==> src/rtl/sipo_framer_if.sv <==
// Bundle of serial-input and parallel-output signals for sipo_framer.
// The master is the serial source and word consumer; the slave is the framer itself.
interface sipo_framer_if #(
    parameter int WIDTH = 8
);
    logic             sin;
    logic             sin_valid;
    logic [WIDTH-1:0] pout;
    logic             pout_valid;
    logic             pout_ready;
    logic             busy;
    logic             overrun;
    logic             parity_err;

    modport master (
        output sin, sin_valid, pout_ready,
        input  pout, pout_valid, busy, overrun, parity_err
    );

    modport slave (
        input  sin, sin_valid, pout_ready,
        output pout, pout_valid, busy, overrun, parity_err
    );
endinterface

==> src/rtl/sipo_framer.sv <==
// Serial-in parallel-out framer: shifts qualified bits into WIDTH-bit words and holds
// each word for a valid/ready consumer. Define SIPO_PARITY_EN for a trailing even-parity bit.
module sipo_framer #(
    parameter int WIDTH     = 8,
    parameter bit MSB_FIRST = 1'b1
) (
    input logic           clk,
    input logic           rst,
    sipo_framer_if.slave  bus
);
    localparam int CW = $clog2(WIDTH);
    localparam logic [CW-1:0] LAST = CW'(WIDTH - 1);

    typedef enum logic {DATA, PARITY} state_t;

    state_t           state, stateNext;
    logic [CW-1:0]    cnt, cntNext;
    logic [WIDTH-1:0] shreg, shregNext, shifted, word;
    logic [WIDTH-1:0] poutReg, poutNext;
    logic             pvReg, pvNext;
    logic             ovReg, ovNext;
    logic             perrReg, perrNext;
    logic             complete, wordPerr;

    always_comb begin
        shifted = MSB_FIRST ? {shreg[WIDTH-2:0], bus.sin} : {bus.sin, shreg[WIDTH-1:1]};
    end

    // Framing: a word completes on the last data bit, or on the parity bit when enabled.
    always_comb begin
        stateNext = state;
        cntNext   = cnt;
        shregNext = shreg;
        complete  = 1'b0;
        word      = shreg;
        wordPerr  = 1'b0;
        if (bus.sin_valid) begin
            case (state)
                DATA: begin
                    shregNext = shifted;
                    if (cnt == LAST) begin
                        cntNext = '0;
`ifdef SIPO_PARITY_EN
                        stateNext = PARITY;
`else
                        complete = 1'b1;
                        word     = shifted;
`endif
                    end else begin
                        cntNext = cnt + 1'b1;
                    end
                end
`ifdef SIPO_PARITY_EN
                PARITY: begin
                    stateNext = DATA;
                    complete  = 1'b1;
                    word      = shreg;
                    wordPerr  = (^shreg) ^ bus.sin;
                end
`endif
                default: stateNext = DATA;
            endcase
        end
    end

    // A completed word is dropped, never stalled, when the previous one is still unread.
    always_comb begin
        poutNext = poutReg;
        pvNext   = pvReg;
        ovNext   = ovReg;
        perrNext = perrReg;
        if (complete) begin
            if (!pvReg || bus.pout_ready) begin
                poutNext = word;
                pvNext   = 1'b1;
                perrNext = wordPerr;
            end else begin
                ovNext = 1'b1;
            end
        end else if (pvReg && bus.pout_ready) begin
            pvNext = 1'b0;
        end
    end

    always_ff @(posedge clk) begin
        if (!rst) begin
            state   <= DATA;
            cnt     <= '0;
            shreg   <= '0;
            poutReg <= '0;
            pvReg   <= 1'b0;
            ovReg   <= 1'b0;
            perrReg <= 1'b0;
        end else begin
            state   <= stateNext;
            cnt     <= cntNext;
            shreg   <= shregNext;
            poutReg <= poutNext;
            pvReg   <= pvNext;
            ovReg   <= ovNext;
            perrReg <= perrNext;
        end
    end

    assign bus.pout       = poutReg;
    assign bus.pout_valid = pvReg;
    assign bus.overrun    = ovReg;
    assign bus.parity_err = perrReg;
    assign bus.busy       = (cnt != '0) || (state == PARITY);
endmodule

==> src/flat_wrapper.sv <==
// flat-port wrapper written by rule: the top's interface ports become plain ports
module sipo_framer_flat 
#(
    parameter int WIDTH     = 8,
    parameter bit MSB_FIRST = 1'b1
)
  (clk, rst, bus_sin, bus_sin_valid, bus_pout_ready, bus_pout, bus_pout_valid, bus_busy, bus_overrun, bus_parity_err);
  sipo_framer_if #(.WIDTH(WIDTH)) bus_i ();
  input logic clk;
  input logic rst;
  input wire logic [$bits(bus_i.sin)-1:0] bus_sin;
  input wire logic [$bits(bus_i.sin_valid)-1:0] bus_sin_valid;
  input wire logic [$bits(bus_i.pout_ready)-1:0] bus_pout_ready;
  output wire logic [$bits(bus_i.pout)-1:0] bus_pout;
  output wire logic [$bits(bus_i.pout_valid)-1:0] bus_pout_valid;
  output wire logic [$bits(bus_i.busy)-1:0] bus_busy;
  output wire logic [$bits(bus_i.overrun)-1:0] bus_overrun;
  output wire logic [$bits(bus_i.parity_err)-1:0] bus_parity_err;
  assign bus_i.sin = bus_sin;
  assign bus_i.sin_valid = bus_sin_valid;
  assign bus_i.pout_ready = bus_pout_ready;
  assign bus_pout = bus_i.pout;
  assign bus_pout_valid = bus_i.pout_valid;
  assign bus_busy = bus_i.busy;
  assign bus_overrun = bus_i.overrun;
  assign bus_parity_err = bus_i.parity_err;
  sipo_framer #(.WIDTH(WIDTH), .MSB_FIRST(MSB_FIRST)) u_core (.clk(clk), .rst(rst), .bus(bus_i));
endmodule
==> config.mk <==
export PLATFORM = sky130hd
export DESIGN_NAME = sipo_framer_flat
export DESIGN_NICKNAME = d
export VERILOG_FILES = /design/src/rtl/sipo_framer_if.sv /design/src/rtl/sipo_framer.sv /design/src/flat_wrapper.sv
export SDC_FILE = /design/constraint.sdc
export NUM_CORES = 1
export LEC_CHECK = 0
export CAP_MARGIN = 15
export CORE_UTILIZATION = 52
export DETAILED_ROUTE_END_ITERATION = 16
export GPL_ROUTABILITY_DRIVEN = 0
export GPL_TIMING_DRIVEN = 0
export PLACE_DENSITY = 0.89
export SLEW_MARGIN = 40
export SYNTH_ARGS = -nofsm -noshare
export SYNTH_HDL_FRONTEND = slang
export SYNTH_SLANG_ARGS = --single-unit
==> constraint.sdc <==
create_clock -name clk -period 2.2 [get_ports clk]
set_input_delay 0.44 -clock clk [delete_from_list [all_inputs] [get_ports clk]]
set_output_delay 0.44 -clock clk [all_outputs]
set_load 0.01 [all_outputs]
==> results of run 1 <==
-- logic make-up (layout without fill, tap and decap cells) --
kind of cell,count (synthesis),in the layout,share of synthesized area [%]
adders and majority gates,4,4,5.823
AOI/OAI and AO/OA,19,19,11.64
muxes,12,12,13.97
DFF,21,21,48.91
buffers and inverters,10,29,5.821
and+or+nand+nor,25,25,13.39
other,1,1,0.4363
-- per-stage QoR --
stage | instances | hold slack (ps) | total power, mW | worst slack (ps) | utilization, %
2_1_floorplan | 92 | 455.6 | 0.4260 | 871.8 | -
5_1_grt | 127 | 512.7 | 0.6505 | 121.3 | 69.38
4_1_cts | 127 | 490.7 | 0.6211 | 215.1 | 69.38
3_3_place_gp | 123 | 461.7 | 0.4430 | 567.7 | 67.57
6_report | 127 | 487.2 | 0.6196 | 212.9 | 69.38
3_5_place_dp | 123 | 471.5 | 0.4442 | 486.3 | 67.57
-- state kept, by name (all words and copies together), names as in the netlist --
signal,count
u_core.bus.pout,8
u_core.bus.overrun,1
u_core.shreg,8
u_core.cnt,3
u_core.bus.pout_valid,1
-- cells in the mapped netlist (all sizes together), types with 2 or more instances --
cell and number:
a211oi 2, nor2 13, nand2b 2, nand3 6, clkbuf 2, mux2i 12
inv 4, o21ai 6, ha 4, buf 4, a21oi 11, dfxtp 21
-- final cells by class --
cell class / count / share of cell area [%]
flip-flops and latches: 21 / 39.76
repair buffers: 15 / 14.20
plain buffers: 6 / 3.314
well taps: 16 / 1.893
clock inverters: 1 / 0.4734
multi-input cells: 61 / 36.80
clock buffers: 3 / 2.130
inverters: 4 / 1.420
-- per-layer routing --
metal  part of all wire (%)  GRT usage [%]  vias to the layer above  wire (µm)
met3                    5.1          6.809                        2         82
met1                     42          22.68                      328        674
met5                      0              0                        -          0
li1                       -              -                      345          -
met2                     52          33.33                       19        822
met4                   0.88          6.250                        0         14
-- worst paths after layout --
path / start / endpoint / slack [ps]
worst max-delay path: u_core.cnt[0]$_SDFFE_PN0P_ / bus_busy / 210
worst max register to register: u_core.cnt[0]$_SDFFE_PN0P_ / u_core.bus.pout[7]$_SDFFE_PN0P_ / 760
worst min-delay path: u_core.bus.pout[5]$_SDFFE_PN0P_ / u_core.bus.pout[5]$_SDFFE_PN0P_ / 490
worst min register to register: u_core.bus.pout[5]$_SDFFE_PN0P_ / u_core.bus.pout[5]$_SDFFE_PN0P_ / 490
-- worst max-delay path: stages (launching register included) --
cell                              delay (ps)
sky130_fd_sc_hd__dfxtp_1                 410
sky130_fd_sc_hd__inv_1                    60
sky130_fd_sc_hd__ha_1                    190
sky130_fd_sc_hd__nand2b_1                 60
sky130_fd_sc_hd__clkdlybuf4s50_1         530
-- placed cells by master, fill, tap and decap left out, drive strengths merged, types with 2 or more instances in the layout --
master and n:
a211oi 2, a21oi 11, buf 4, clkbuf 5, clkdlybuf4s50 15, dfxtp 21
ha 4, inv 4, mux2i 12, nand2b 2, nand3 6, nor2 13
o21ai 6
-- power by group through the flow --
stage	registers, mW	clock network, mW	logic [mW]
3_3_place_gp	0.398	0	0.0446
5_1_grt	0.391	0.209	0.0503
3_5_place_dp	0.398	0	0.0457
4_1_cts	0.390	0.185	0.0457
2_1_floorplan	0.397	0	0.0287
6_report	0.390	0.184	0.0457
==> flow_summary.html, run 1 <==
<table>
<tr><th>Metric</th><th>Value</th></tr>
<tr><th colspan="2">Run status</th></tr>
<tr><td>Outcome</td><td>finished, final reports clean</td></tr>
<tr><th colspan="2">Place</th></tr>
<tr><td>Area after DPL</td><td>1030 µm²</td></tr>
<tr><td>Detailed placer's ending HPWL</td><td>1.195 mm</td></tr>
<tr><td>IO buf count</td><td>15</td></tr>
<tr><th colspan="2">Timing</th></tr>
<tr><td>Min cycle time layout</td><td>1987 ps</td></tr>
<tr><td>Number of pins with negative max-slew slack in the final report</td><td>0</td></tr>
<tr><td>Worst Skew</td><td>2.458 ps</td></tr>
<tr><td>F_max</td><td>0.5032 GHz</td></tr>
<tr><td>Unrepaired setup endpoints after global routing</td><td>false</td></tr>
<tr><td>Post-route fraction of the period consumed by the critical path</td><td>90.32%</td></tr>
<tr><td>Number of failing setup endpoints in the final timing report</td><td>0</td></tr>
<tr><td>Fin Setup TNS</td><td>0 ps</td></tr>
<tr><td>Count of final hold-check violations</td><td>0</td></tr>
<tr><th colspan="2">Pwr</th></tr>
<tr><td>Sequential group share of total power</td><td>63.0%</td></tr>
<tr><td>Combinational power share</td><td>7.4%</td></tr>
<tr><td>Portion of total power attributed to the clock network</td><td>29.7%</td></tr>
<tr><td>Switch Pwr</td><td>0.1425 mW</td></tr>
<tr><td>Maximum VDD drop</td><td>0.3982 mV</td></tr>
<tr><td>Switching share of total power</td><td>23.00%</td></tr>
<tr><td>Leakage power</td><td>0.4306 nW</td></tr>
<tr><td>Internal</td><td>0.4771 mW</td></tr>
<tr><td>Pwr dens</td><td>586.0 nW/µm²</td></tr>
<tr><th colspan="2">Synth</th></tr>
<tr><td>Proportion of synthesized flip-flops having asynchronous set or reset</td><td>0%</td></tr>
<tr><td>EDFF count, synth</td><td>0</td></tr>
<tr><td>Leading register cell type out of synthesis</td><td>sky130_fd_sc_hd__dfxtp_1</td></tr>
<tr><td>Distinct cell type count after synthesis</td><td>18</td></tr>
<tr><td>Gate Count Post-Synth</td><td>92</td></tr>
<tr><td>Synthesized net count</td><td>101</td></tr>
<tr><td>Area of the mapped netlist</td><td>859.6 µm²</td></tr>
<tr><td>Post-synth top area share</td><td>48.91%</td></tr>
<tr><td>Yosys warning count</td><td>0</td></tr>
<tr><td>Mapped Avg Cell Area</td><td>9.343 µm²</td></tr>
<tr><td>Area contributors post-synth</td><td>sky130_fd_sc_hd__dfxtp_1, sky130_fd_sc_hd__mux2i_1, sky130_fd_sc_hd__a21oi_1</td></tr>
<tr><td>Yosys top cell by area</td><td>sky130_fd_sc_hd__dfxtp_1</td></tr>
<tr><td>Count of state elements after synthesis</td><td>21</td></tr>
<tr><td>Fraction of the yosys area taken by sequential cells</td><td>48.91%</td></tr>
<tr><th colspan="2">Clock network</th></tr>
<tr><td>Clock-pin slew on the worst setup and hold paths</td><td>120 ps</td></tr>
<tr><td>Clock latency of the later-clocked register in the worst-skew pair</td><td>300 ps</td></tr>
<tr><td>Clock buffer count from CTS</td><td>3</td></tr>
<tr><td>Clock tree from TritonCTS</td><td>built</td></tr>
<tr><td># Post-CTS Setup Buffers</td><td>0</td></tr>
<tr><td>Root buffer cell</td><td>sky130_fd_sc_hd__clkbuf_4</td></tr>
<tr><td>CTS Hold Bufs</td><td>0</td></tr>
<tr><td>Htree depth</td><td>1</td></tr>
<tr><td>Clock sink count</td><td>21</td></tr>
<tr><td>Maximum clock insertion buffer count</td><td>2</td></tr>
<tr><td>PostCTS Resize Cnt</td><td>0</td></tr>
<tr><th colspan="2">Detailed routing</th></tr>
<tr><td>WL/cell</td><td>12.54 µm</td></tr>
<tr><td>First-pass iteration count of the detailed router</td><td>4</td></tr>
<tr><td>Number of DRC violations after detailed routing</td><td>0</td></tr>
<tr><td>Wire length reported by the detailed router</td><td>1.593 mm</td></tr>
<tr><td>Detailed Route Iter0 Violations</td><td>17</td></tr>
<tr><td>Vias per cell</td><td>5.465</td></tr>
<tr><td>Routed Antenna Nets</td><td>0</td></tr>
<tr><td>DR vias</td><td>694</td></tr>
<tr><th colspan="2">Layout</th></tr>
<tr><td>Count of inserted antenna diode cells</td><td>0</td></tr>
<tr><td>Total non-filler cell area in the finished layout</td><td>1057 µm²</td></tr>
<tr><td>Sequential cell area</td><td>420.4 µm²</td></tr>
<tr><td>Number of inserted filler cells in the final layout</td><td>111</td></tr>
<tr><td>Area added between synthesis and finish</td><td>23.00%</td></tr>
<tr><td>Fraction of layout cells with a size suffix above 1</td><td>7.207%</td></tr>
<tr><td>Multi-input logic area</td><td>389.1 µm²</td></tr>
<tr><td>Final #Nets</td><td>121</td></tr>
<tr><th colspan="2">Floorplan</th></tr>
<tr><td>Horizontal die dimension</td><td>42.66 µm</td></tr>
<tr><td>I/O Pins</td><td>17</td></tr>
<tr><td>Initial core utilization</td><td>56.40%</td></tr>
<tr><td>Area inside the core boundary</td><td>1524 µm²</td></tr>
<tr><td>Die height</td><td>42.66 µm</td></tr>
<tr><td>Die Area</td><td>1819 µm²</td></tr>
<tr><td>Row count</td><td>14</td></tr>
<tr><th colspan="2">Global route</th></tr>
<tr><td>Total track usage</td><td>19.54%</td></tr>
<tr><td>Vias in the first global route</td><td>634</td></tr>
<tr><td>Remaining global-route overflow</td><td>0</td></tr>
<tr><td>Global-route wire length before repair</td><td>2.656 mm</td></tr>
<tr><td>Antenna violations before repair</td><td>0</td></tr>
<tr><td>Pin count of the biggest net entering global routing</td><td>13</td></tr>
<tr><th colspan="2">Worst setup path</th></tr>
<tr><td>WS Path Type</td><td>flip-flop to output port</td></tr>
<tr><td>Number of cells on the worst reg-to-reg path</td><td>6</td></tr>
<tr><td>WP data arrival</td><td>1550 ps</td></tr>
<tr><td>Required time reported for the critical path endpoint</td><td>1760 ps</td></tr>
<tr><td>Startpoint Class</td><td>flip-flop</td></tr>
<tr><td>Critical path fanouts, max</td><td>4</td></tr>
<tr><td>Critical path endpoint category</td><td>output port</td></tr>
<tr><th colspan="2">Flow run</th></tr>
<tr><td>Count of maximum capacitance violations</td><td>0</td></tr>
<tr><th colspan="2">Worst hold path</th></tr>
<tr><td>Tightest Hold Check Type</td><td>flip-flop to flip-flop</td></tr>
<tr><td>Hold-critical path depth</td><td>2</td></tr>
</table>
No activity file was read; power rests on OpenSTA's default activity.
==> run 2: changes to the inputs <==
--- a/config.mk
+++ b/config.mk
@@ -11,6 +11,7 @@
 export GPL_ROUTABILITY_DRIVEN = 0
 export GPL_TIMING_DRIVEN = 0
 export PLACE_DENSITY = 0.89
+export RECOVER_POWER = 50
 export SLEW_MARGIN = 40
 export SYNTH_ARGS = -nofsm -noshare
 export SYNTH_HDL_FRONTEND = slang
==> flow_summary.html, run 2 (synthesized netlist as in run 1, its figures left out) <==
<table>
<tr><th>Metric</th><th>Value</th></tr>
<tr><th colspan="2">Floorplan</th></tr>
<tr><td>Die Area</td><td>1819 µm² (unchanged)</td></tr>
<tr><td>Die height</td><td>42.66 µm (unchanged)</td></tr>
<tr><td>I/O Pins</td><td>17 (unchanged)</td></tr>
<tr><td>Horizontal die dimension</td><td>42.66 µm (unchanged)</td></tr>
<tr><td>Initial core utilization</td><td>56.40% (unchanged)</td></tr>
<tr><td>Area inside the core boundary</td><td>1524 µm² (unchanged)</td></tr>
<tr><td>Row count</td><td>14 (unchanged)</td></tr>
<tr><th colspan="2">Global route</th></tr>
<tr><td>Vias in the first global route</td><td>634 (unchanged)</td></tr>
<tr><td>Antenna violations before repair</td><td>0 (unchanged)</td></tr>
<tr><td>Pin count of the biggest net entering global routing</td><td>13 (unchanged)</td></tr>
<tr><td>Global-route wire length before repair</td><td>2.656 mm (unchanged)</td></tr>
<tr><td>Total track usage</td><td>19.54% (unchanged)</td></tr>
<tr><td>Remaining global-route overflow</td><td>0 (unchanged)</td></tr>
<tr><th colspan="2">Worst setup path</th></tr>
<tr><td>Kind of cell adding the most delay to the critical path</td><td>buffers and inverters</td></tr>
<tr><td>Cell Chain, Critical Path</td><td>inv_1 -&gt; ha_1 -&gt; nand2b_1 -&gt; clkdlybuf4s50_1</td></tr>
<tr><td>Max incr delay on CP</td><td>530 ps (about the same)</td></tr>
<tr><td>Critical path endpoint category</td><td>output port</td></tr>
<tr><td>Crit-path slowest cell</td><td>sky130_fd_sc_hd__clkdlybuf4s50_1</td></tr>
<tr><td>WP data arrival</td><td>1550 ps (about the same)</td></tr>
<tr><td>Buffers plus inverters on the worst setup path</td><td>2 (unchanged)</td></tr>
<tr><td>Startpoint Class</td><td>flip-flop</td></tr>
<tr><td>Critical path fanouts, max</td><td>4 (unchanged)</td></tr>
<tr><td>Required time reported for the critical path endpoint</td><td>1760 ps (about the same)</td></tr>
<tr><td>WS Path Type</td><td>flip-flop to output port</td></tr>
<tr><th colspan="2">Detailed routing</th></tr>
<tr><td>Detailed Route Iter0 Violations</td><td>15 (-2)</td></tr>
<tr><td>WL/cell</td><td>12.53 µm (-0.13%)</td></tr>
<tr><td>First-pass iteration count of the detailed router</td><td>4 (unchanged)</td></tr>
<tr><td>Wire length reported by the detailed router</td><td>1.591 mm (-0.13%)</td></tr>
<tr><td>Number of DRC violations after detailed routing</td><td>0 (unchanged)</td></tr>
<tr><td>Vias per cell</td><td>5.457 (-0.14%)</td></tr>
<tr><td>Routed Antenna Nets</td><td>0 (unchanged)</td></tr>
<tr><td>DR vias</td><td>693 (-0.14%)</td></tr>
<tr><th colspan="2">Layout</th></tr>
<tr><td>Number of inserted filler cells in the final layout</td><td>115 (+3.6%)</td></tr>
<tr><td>Most common cell after layout, fill and taps aside</td><td>sky130_fd_sc_hd__dfxtp_1</td></tr>
<tr><td>Count of inserted antenna diode cells</td><td>0 (unchanged)</td></tr>
<tr><td>Fraction of the core area covered by cells at the end of the flow</td><td>68.88% (-0.49 points)</td></tr>
<tr><td>Fraction of layout cells with a size suffix above 1</td><td>5.405% (-1.8 points)</td></tr>
<tr><td>Final #Nets</td><td>121 (unchanged)</td></tr>
<tr><td>Most frequent cells in the layout</td><td>sky130_fd_sc_hd__dfxtp_1, sky130_fd_sc_hd__clkdlybuf4s50_1, sky130_fd_sc_hd__nor2_1</td></tr>
<tr><td>Area added between synthesis and finish</td><td>22.13%</td></tr>
<tr><th colspan="2">Timing</th></tr>
<tr><td>Number of pins with negative max-slew slack in the final report</td><td>0 (unchanged)</td></tr>
<tr><td>F_max</td><td>0.5028 GHz (about the same)</td></tr>
<tr><td>Unrepaired setup endpoints after global routing</td><td>false</td></tr>
<tr><td>Count of final hold-check violations</td><td>0 (unchanged)</td></tr>
<tr><td>Worst Skew</td><td>3.324 ps (+0.8667 ps)</td></tr>
<tr><td>Transition at the pin with the smallest max-transition slack</td><td>679.3 ps</td></tr>
<tr><td>Min cycle time layout</td><td>1989 ps (+1.741 ps)</td></tr>
<tr><td>Fin Setup TNS</td><td>0 ps (unchanged)</td></tr>
<tr><td>Slew margin rel.</td><td>54.71%</td></tr>
<tr><td>Post-route fraction of the period consumed by the critical path</td><td>90.40% (about the same)</td></tr>
<tr><td>Number of failing setup endpoints in the final timing report</td><td>0 (unchanged)</td></tr>
<tr><th colspan="2">Pwr</th></tr>
<tr><td>Switch Pwr</td><td>0.1415 mW (-0.72%)</td></tr>
<tr><td>Sequential group share of total power</td><td>63.2% (+0.2 points)</td></tr>
<tr><td>Maximum VDD drop</td><td>0.3772 mV (-5.3%)</td></tr>
<tr><td>Switching share of total power</td><td>22.91% (-0.093 points)</td></tr>
<tr><td>Portion of total power attributed to the clock network</td><td>29.6% (about the same)</td></tr>
<tr><td>Combinational power share</td><td>7.2% (-0.2 points)</td></tr>
<tr><td>Internal</td><td>0.4761 mW (-0.20%)</td></tr>
<tr><td>Total chip power</td><td>0.6176 mW (-0.32%)</td></tr>
<tr><td>Pwr dens</td><td>588.3 nW/µm² (+0.39%)</td></tr>
<tr><td>Leakage power</td><td>0.4229 nW (-1.8%)</td></tr>
<tr><th colspan="2">Clock network</th></tr>
<tr><td>Htree depth</td><td>1 (unchanged)</td></tr>
<tr><td>Clock latency of the later-clocked register in the worst-skew pair</td><td>300 ps (about the same)</td></tr>
<tr><td>Clock tree from TritonCTS</td><td>built</td></tr>
<tr><td>Root buffer cell</td><td>sky130_fd_sc_hd__clkbuf_4</td></tr>
<tr><td>Clock-pin slew on the worst setup and hold paths</td><td>120 ps (about the same)</td></tr>
<tr><td>CTS Hold Bufs</td><td>0 (unchanged)</td></tr>
<tr><td>Clock buffer count from CTS</td><td>3 (unchanged)</td></tr>
<tr><td>Clock sink count</td><td>21 (unchanged)</td></tr>
<tr><td>Maximum clock insertion buffer count</td><td>2 (unchanged)</td></tr>
<tr><td># Post-CTS Setup Buffers</td><td>0 (unchanged)</td></tr>
<tr><td>PostCTS Resize Cnt</td><td>0 (unchanged)</td></tr>
<tr><th colspan="2">Worst hold path</th></tr>
<tr><td>Tightest Hold Check Type</td><td>flip-flop to flip-flop</td></tr>
<tr><th colspan="2">Run status</th></tr>
<tr><td>Outcome</td><td>finished, final reports clean</td></tr>
<tr><th colspan="2">Place</th></tr>
<tr><td>IO buf count</td><td>15 (unchanged)</td></tr>
<tr><td>Detailed placer's ending HPWL</td><td>1.195 mm (unchanged)</td></tr>
<tr><th colspan="2">Flow run</th></tr>
<tr><td>Count of maximum capacitance violations</td><td>0 (unchanged)</td></tr>
</table>
-- run 2: cell type report --
type	count	area (µm²)	share of cell area [%]
buffer	6	27.53	2.622
multi-input combinational	61	389.1	37.07
timing repair buffer	15	150.1	14.30
sequential	21	420.4	40.05
clock buffer	3	22.52	2.145
tap	16	20.02	1.907
clock inverter	1	5.005	0.4768
inverter	4	15.01	1.430
-- run 2: routing by layer --
metal | up-vias | track usage (%) | routed length (µm)
li1 | 346 | - | -
met1 | 323 | 22.68 | 672
met2 | 22 | 33.33 | 832
met3 | 2 | 6.809 | 72
met4 | 0 | 6.250 | 14
met5 | - | 0 | 0
-- run 2: path summary, 6_finish.rpt --
kind                                                 startpoint                               to  slack [ps]  cells after the start
worst max-delay path                 u_core.cnt[0]$_SDFFE_PN0P_                         bus_busy         210                      4
worst min-delay path            u_core.bus.pout[5]$_SDFFE_PN0P_  u_core.bus.pout[5]$_SDFFE_PN0P_         490                      2
worst max register to register       u_core.cnt[0]$_SDFFE_PN0P_  u_core.bus.pout[7]$_SDFFE_PN0P_         560                      6
worst min register to register  u_core.bus.pout[5]$_SDFFE_PN0P_  u_core.bus.pout[5]$_SDFFE_PN0P_         490                      2
-- run 2: through the flow --
step | worst slack [ps] | hold WS [ps] | instances | instance area, µm²
finish | 211.2 | 487.3 | 127 | 1050
global route | 121.3 | 512.7 | 127 | 1050
floorplan | 871.8 | 455.6 | 92 | 859.6
CTS | 215.1 | 490.7 | 127 | 1057
global placement | 567.7 | 461.7 | 123 | 1030
detailed placement | 486.3 | 471.5 | 123 | 1030
-- run 2: worst reg2reg max path, cell delays in order (launching register included) --
cell and delay (ps):
sky130_fd_sc_hd__dfxtp_1 410, sky130_fd_sc_hd__ha_1 200, sky130_fd_sc_hd__ha_1 190, sky130_fd_sc_hd__and2_1 130, sky130_fd_sc_hd__clkbuf_1 300, sky130_fd_sc_hd__a21oi_1 120
sky130_fd_sc_hd__a211oi_1 220
-- run 2: power groups by stage --
stage | sequential [mW] | clock [mW] | combinational (mW)
6_report | 0.390 | 0.183 | 0.0446
5_1_grt | 0.391 | 0.209 | 0.0495
4_1_cts | 0.390 | 0.185 | 0.0457
3_5_place_dp | 0.398 | 0 | 0.0457
3_3_place_gp | 0.398 | 0 | 0.0446
2_1_floorplan | 0.397 | 0 | 0.0287
